$ cat src/rtl/regfile_stream_reader.sv
// Small in-order FIFO used as the output skid buffer of the stream reader.
// Latency: a pushed word is visible at pop_dat the cycle after the push.
// Backpressure: pops only when pop_rdy; the producer must not push while full.
module regfile_stream_fifo #(
  parameter int WIDTH = 8,
  parameter int DEPTH = 4
) (
  input  logic                         clock,
  input  logic                         reset,
  input  logic                         push_vld,
  input  logic [WIDTH-1:0]             push_dat,
  output logic                         pop_vld,
  output logic [WIDTH-1:0]             pop_dat,
  input  logic                         pop_rdy,
  output logic [$clog2(DEPTH+1)-1:0]   count
);

  // Pointers wrap naturally, so DEPTH is expected to be a power of two.
  localparam int PW = $clog2(DEPTH);
  localparam int CW = $clog2(DEPTH+1);

  logic [WIDTH-1:0] mem [DEPTH];
  logic [PW-1:0]    wr_ptr;
  logic [PW-1:0]    rd_ptr;
  logic             do_push;
  logic             do_pop;

  assign pop_vld = (count != '0);
  assign pop_dat = mem[rd_ptr];
  assign do_pop  = pop_vld & pop_rdy;
  assign do_push = push_vld;

  // Storage, pointers and occupancy; push and pop in the same cycle keep count.
  always_ff @(posedge clock) begin
    if (reset) begin
      wr_ptr <= '0;
      rd_ptr <= '0;
      count  <= '0;
      for (int i = 0; i < DEPTH; i++) begin
        mem[i] <= '0;
      end
    end else begin
      if (do_push) begin
        mem[wr_ptr] <= push_dat;
        wr_ptr      <= wr_ptr + PW'(1);
      end
      if (do_pop) begin
        rd_ptr <= rd_ptr + PW'(1);
      end
      case ({do_push, do_pop})
        2'b10:   count <= count + CW'(1);
        2'b01:   count <= count - CW'(1);
        default: count <= count;
      endcase
    end
  end

endmodule

// Burst read initiator: streams `length` register-file words from base_addr.
// Latency: start sampled in cycle 0, rf read in cycle 1, first out_valid in cycle 3.
// Backpressure: reads are issued only while FIFO words plus in-flight reads stay below 4.
module regfile_stream_reader #(
  parameter int DATA_WIDTH = 24,
  parameter int ADDR_DEPTH = 12
) (
  input  logic                  clock,
  input  logic                  reset,
  input  logic                  start,
  input  logic [ADDR_DEPTH-1:0] base_addr,
  input  logic [ADDR_DEPTH:0]   length,
  output logic                  busy,
  output logic                  done,
  output logic [ADDR_DEPTH-1:0] rf_address,
  output logic                  rf_en_read,
  output logic                  rf_en_write,
  input  logic [DATA_WIDTH-1:0] rf_data_in,
  output logic [DATA_WIDTH-1:0] out_data,
  output logic                  out_valid,
  output logic                  out_last,
  input  logic                  out_ready
);

  localparam int FIFO_DEPTH = 4;
  localparam int CNT_W      = $clog2(FIFO_DEPTH+1);
  localparam int LEN_W      = ADDR_DEPTH + 1;

  typedef enum logic [1:0] {
    IDLE  = 2'd0,
    READ  = 2'd1,
    DRAIN = 2'd2,
    DONE  = 2'd3
  } state_t;

  state_t                state_q;
  state_t                state_d;

  logic [ADDR_DEPTH-1:0] base_q;
  logic [LEN_W-1:0]      len_q;
  logic [LEN_W-1:0]      issued_q;

  // rf_last_q rides alongside rf_en_read; s1_* is the cycle in which RF data is valid.
  logic                  rf_last_q;
  logic                  s1_vld;
  logic                  s1_last;

  logic                  accept_burst;
  logic                  issue_now;
  logic                  issue_last;
  logic                  credit_ok;
  logic [CNT_W:0]        committed;

  logic [CNT_W-1:0]      fifo_count;
  logic                  fifo_vld;
  logic [DATA_WIDTH:0]   fifo_head;

  // Words already buffered plus reads still travelling through the RF pipeline.
  assign committed = {1'b0, fifo_count}
                   + (CNT_W+1)'(rf_en_read)
                   + (CNT_W+1)'(s1_vld);
  assign credit_ok = (committed < (CNT_W+1)'(FIFO_DEPTH));

  assign accept_burst = (state_q == IDLE) && start && (length != '0);

  assign busy        = (state_q != IDLE);
  assign done        = (state_q == DONE);
  assign rf_en_write = 1'b0;

  // Next-state and issue decision; the first read is launched from IDLE so it
  // reaches the RF port in the cycle right after start.
  always_comb begin
    state_d    = state_q;
    issue_now  = 1'b0;
    issue_last = 1'b0;
    case (state_q)
      IDLE: begin
        if (start) begin
          if (length != '0) begin
            issue_now  = 1'b1;
            issue_last = (length == LEN_W'(1));
            state_d    = READ;
          end else begin
            state_d    = DONE;
          end
        end
      end
      READ: begin
        if (issued_q == len_q) begin
          state_d = DRAIN;
        end else if (credit_ok) begin
          issue_now  = 1'b1;
          issue_last = ((issued_q + LEN_W'(1)) == len_q);
          if (issue_last) begin
            state_d = DRAIN;
          end
        end
      end
      DRAIN: begin
        if (!rf_en_read && !s1_vld && (fifo_count == '0)) begin
          state_d = DONE;
        end
      end
      DONE: begin
        state_d = IDLE;
      end
      default: begin
        state_d = IDLE;
      end
    endcase
  end

  // FSM state register.
  always_ff @(posedge clock) begin
    if (reset) begin
      state_q <= IDLE;
    end else begin
      state_q <= state_d;
    end
  end

  // Burst parameters, issue counter and the registered RF request port.
  always_ff @(posedge clock) begin
    if (reset) begin
      base_q     <= '0;
      len_q      <= '0;
      issued_q   <= '0;
      rf_address <= '0;
      rf_en_read <= 1'b0;
      rf_last_q  <= 1'b0;
    end else begin
      rf_en_read <= issue_now;
      rf_last_q  <= issue_last;
      if (accept_burst) begin
        base_q     <= base_addr;
        len_q      <= length;
        rf_address <= base_addr;
        issued_q   <= LEN_W'(1);
      end else if (issue_now) begin
        // Address arithmetic is modulo the RF size, so bursts wrap past the top.
        rf_address <= base_q + issued_q[ADDR_DEPTH-1:0];
        issued_q   <= issued_q + LEN_W'(1);
      end
    end
  end

  // Delay the issue strobe once more to mark the cycle in which rf_data_in is driven.
  always_ff @(posedge clock) begin
    if (reset) begin
      s1_vld  <= 1'b0;
      s1_last <= 1'b0;
    end else begin
      s1_vld  <= rf_en_read;
      s1_last <= rf_last_q;
    end
  end

  regfile_stream_fifo #(
    .WIDTH (DATA_WIDTH + 1),
    .DEPTH (FIFO_DEPTH)
  ) u_fifo (
    .clock    (clock),
    .reset    (reset),
    .push_vld (s1_vld),
    .push_dat ({s1_last, rf_data_in}),
    .pop_vld  (fifo_vld),
    .pop_dat  (fifo_head),
    .pop_rdy  (out_ready),
    .count    (fifo_count)
  );

  assign out_valid = fifo_vld;
  assign out_data  = fifo_head[DATA_WIDTH-1:0];
  assign out_last  = fifo_vld & fifo_head[DATA_WIDTH];

endmodule

$ cat config.mk
export PLATFORM = sky130hd
export DESIGN_NAME = regfile_stream_reader
export DESIGN_NICKNAME = d
export VERILOG_FILES = /design/src/rtl/regfile_stream_reader.sv
export SDC_FILE = /design/constraint.sdc
export NUM_CORES = 1
export LEC_CHECK = 0
export ABC_CLOCK_PERIOD_IN_PS = 2700
export CAP_MARGIN = 20
export CELL_PAD_IN_SITES_DETAIL_PLACEMENT = 0
export CELL_PAD_IN_SITES_GLOBAL_PLACEMENT = 2
export CORE_MARGIN = 1.5
export CORE_UTILIZATION = 37
export DETAILED_ROUTE_END_ITERATION = 10
export PLACE_DENSITY_LB_ADDON = 0.3
export RECOVER_POWER = 25
export SLEW_MARGIN = 30
export SYNTH_ARGS = -nofsm -noshare
export SYNTH_HDL_FRONTEND = slang
export SYNTH_HIERARCHICAL = 1
export SYNTH_SLANG_ARGS = --single-unit
$ cat constraint.sdc
create_clock -name clock -period 2.7 [get_ports clock]
set_input_delay 0.27 -clock clock [delete_from_list [all_inputs] [get_ports clock]]
set_output_delay 0.27 -clock clock [all_outputs]
set_load 0.02 [all_outputs]
==> metrics.md, run 1 <==
| Metric | Value |
|---|---|
| Post-Route Setup TNS | 0 ps |
| GRT Overall Usage | 17.6% |
| Avg WL per Cell | 16.8 µm |
| Critical path class | register to primary output |
| Reg clk slew, reported paths | 70 ps |
| Leakage power | 0.00384 µW |
| Largest net degree at the start of global routing | 50 |
| Syn_nets | 806 |
| Primary FF master, synth | edfxtp_1 |
| DR pass1 iterations | 6 |
| Clock Latency Late Sink | 430 ps |
| Syn. warnings | 6 |
| Post-Synth Simple-Gate Area | 17.7% |
| Vias/cell | 5.09 |
| Post-synth ARST share | 0% |
| Root Buffer | clkbuf_16 |
| Crit end category | primary output |
| Seq/Total Area, Yosys | 53.0% |
| Multiplexer area fraction after synthesis | 7.28% |
| Multi-input combinational cell area | 0.00336 mm² |
| First-pass GRT wire length | 30.4 mm |
| Synth Area in Adders | 3.27% |
| Synth Instances | 733 |
| Chip width | 151 µm |
| Starting density of the core | 37.5% |
| Worst Hold Class | input port to register |
| Peak supply drop | 424 µV |
| Count of final setup violators | 0 |
| Height of the die | 151 µm |
| Routed Antenna Nets | 0 |
| MaxCap Viol Count | 0 |
| I/O pins | 95 |
| Crit path required time | 2430 ps |
| Post-Synth XOR/XNOR Area | 4.37% |
| Worst Tran Pin Value | 1080 ps |
| Critical path arrival | 2250 ps |
| Most frequent cells in the layout | nor2_1 (123), edfxtp_1 (100), clkdlybuf4s50_1 (92) |
| Final Max Slew Viols | 0 |
| Final wirelength | 18.9 mm |
| Avg Cell Area, Syn | 11.1 µm² |
| Antenna Cells | 0 |
| # hold bufs at CTS | 0 |
| Status | finished, final reports clean |
| Post-CTS Resized | 0 |
| Largest family of logic cells by synthesized area | simple AND/OR/NAND/NOR gates |
| Drt initial violations | 325 |
| DIE AREA | 0.0229 mm² |
| Vias in the first global route | 5923 |
| Via Count | 5701 |
| Ratio of cells with drive above 1 in the final layout | 13.7% |
| CTS buffer count | 17 |
| Commonest non-fill, non-tap cell in the layout | nor2_1 |
| Final hold vios | 0 |
| Maximum clock rate | 397 MHz |
| FF+latch count, synth | 165 |
| Row count | 54 |
| Max clock buf depth | 2 |
| Pre-CTS WS | 254 ps |
| GP Congestion | 0.825 |
| Synth cell types | 64 |
| RSZ-0062 raised after global routing | false |
| CP startpoint kind | register |
| Setup Skew | 13.4 ps |
| Final Net Count | 901 |
| CP max FO | 17 |
| H-tree depth | 4 |
| Layout area overhead | 22.5% |
| DRC viols | 0 |
| Slew headroom | 27.8% |
| Core region area | 0.0217 mm² |
| CTS tree | done |
| Antenna violations before repair | 0 |
| Number of flops mapped to enable cells by yosys | 100 |
| GRT Residual Overflow | 0 |
| Yosys top cell area share | 37.0% |
| Sequential standard cell area | 0.00431 mm² |
| Synth Area in Compound Gates | 8.98% |
| Synth area leader | edfxtp_1 |
| Filler cell count | 2018 |
| Port Buffer Count | 93 |
| Period minus WS final | 2520 ps |
| Cell Area, Synth | 0.00812 mm² |
| Fin worst setup slack | 183 ps |
| PwrDens | 802 mW/mm² |
| Total clock sinks | 165 |
| # Post-CTS Setup Buffers | 0 |
| DP HPWL | 12.8 mm |
| Final Cycle Share | 93.2% |
| Synth area leaders | edfxtp_1 (37%), dfxtp_1 (16%), nor2_1 (5.7%) |
flip-flops by register name, summed over array words and instances, names as in the netlist, 3 cells and up, named ones only:
signal	count
len_q	13
u_fifo/mem	100
issued_q	13
rf_address	12
u_fifo/count	3
base_q	12
path summary, 6_finish.rpt:
path / from / end / slack (ps) / cells past startpoint
hold / removal: reset / u_fifo/count[0]$_SDFFE_PP0P_ / 200 / 2
setup reg to reg: issued_q[1]$_SDFFE_PP0P_ / rf_address[11]$_SDFFE_PP0P_ / 200 / 9
hold reg to reg: rf_last_q$_SDFF_PP0_ / s1_last$_SDFF_PP0_ / 450 / 1
setup / recovery: register / out_data[15] / 180 / 3
where the power goes:
group          internal [µW]  leakage (µW)  switching, µW
Sequential              2960       0.00157            188
Clock                   1330      0.000298           1110
Combinational           1070       0.00198           1320
cells by family after synthesis:
kind of cell             after synthesis
flip-flops                           165
multiplexers                          26
buffers and inverters                 83
XOR/XNOR                              39
AND/OR/NAND/NOR                      294
other                                  1
AO/OA/AOI/OAI                        105
adder cells (fa/ha/maj)               20
cells in the mapped netlist (all sizes together) (7+ instances only):
| library cell | count |
|---|---|
| edfxtp | 100 |
| nand4 | 8 |
| nand2 | 95 |
| nand3 | 13 |
| or3 | 8 |
| o21ai | 11 |
| inv | 38 |
| xnor2 | 20 |
| a211oi | 8 |
| ha | 18 |
| clkbuf | 20 |
| nor3 | 13 |
| xor2 | 18 |
| nor2 | 124 |
| a21oi | 47 |
| mux4 | 25 |
| dfxtp | 65 |
| nor4 | 7 |
| buf | 25 |
worst max-delay path: stages (launching register included):
cell and delay (ps):
dfxtp_4 470, buf_12 230, mux4_2 550, clkdlybuf4s50_1 560
layer usage:
metal | wire length (µm) | vias to the layer above | share of wire, % | GRT usage, %
met5 | 0 | - | 0 | 0
met4 | 333 | 0 | 1.8 | 6.17
met3 | 758 | 26 | 4.0 | 3.19
met2 | 9730 | 126 | 52 | 31.8
met1 | 8070 | 2773 | 43 | 20.9
li1 | - | 2776 | - | -
area by class of cell:
cell class,instances,area share [%]
clock inverters,15,1.86
inverters,38,1.43
flip-flops and latches,165,43.3
well taps,280,3.52
repair buffers,121,11.8
clock buffers,17,4.27
multi-input cells,485,33.8
per-stage QoR:
step                      total power, µW  utilization [%]  cell area [µm²]  hold WS (ps)  instances
after floorplan                      4760                -             8120           406        733
after global placement               5600             43.3             9380           433       1089
after detailed placement             5650             43.3             9390           429       1089
after CTS                            8100             46.1            10000           111       1121
after global routing                 8420             45.9             9950           217       1121
final                                7980             45.9             9950           202       1121
Note: power is estimated with default switching activity, not from simulation.
==> run 2, diff against run 1 <==
CAP_MARGIN = default   (was 20)
==> results of run 2 <==
Final layout, timing and power as in run 1 (identical DEF).
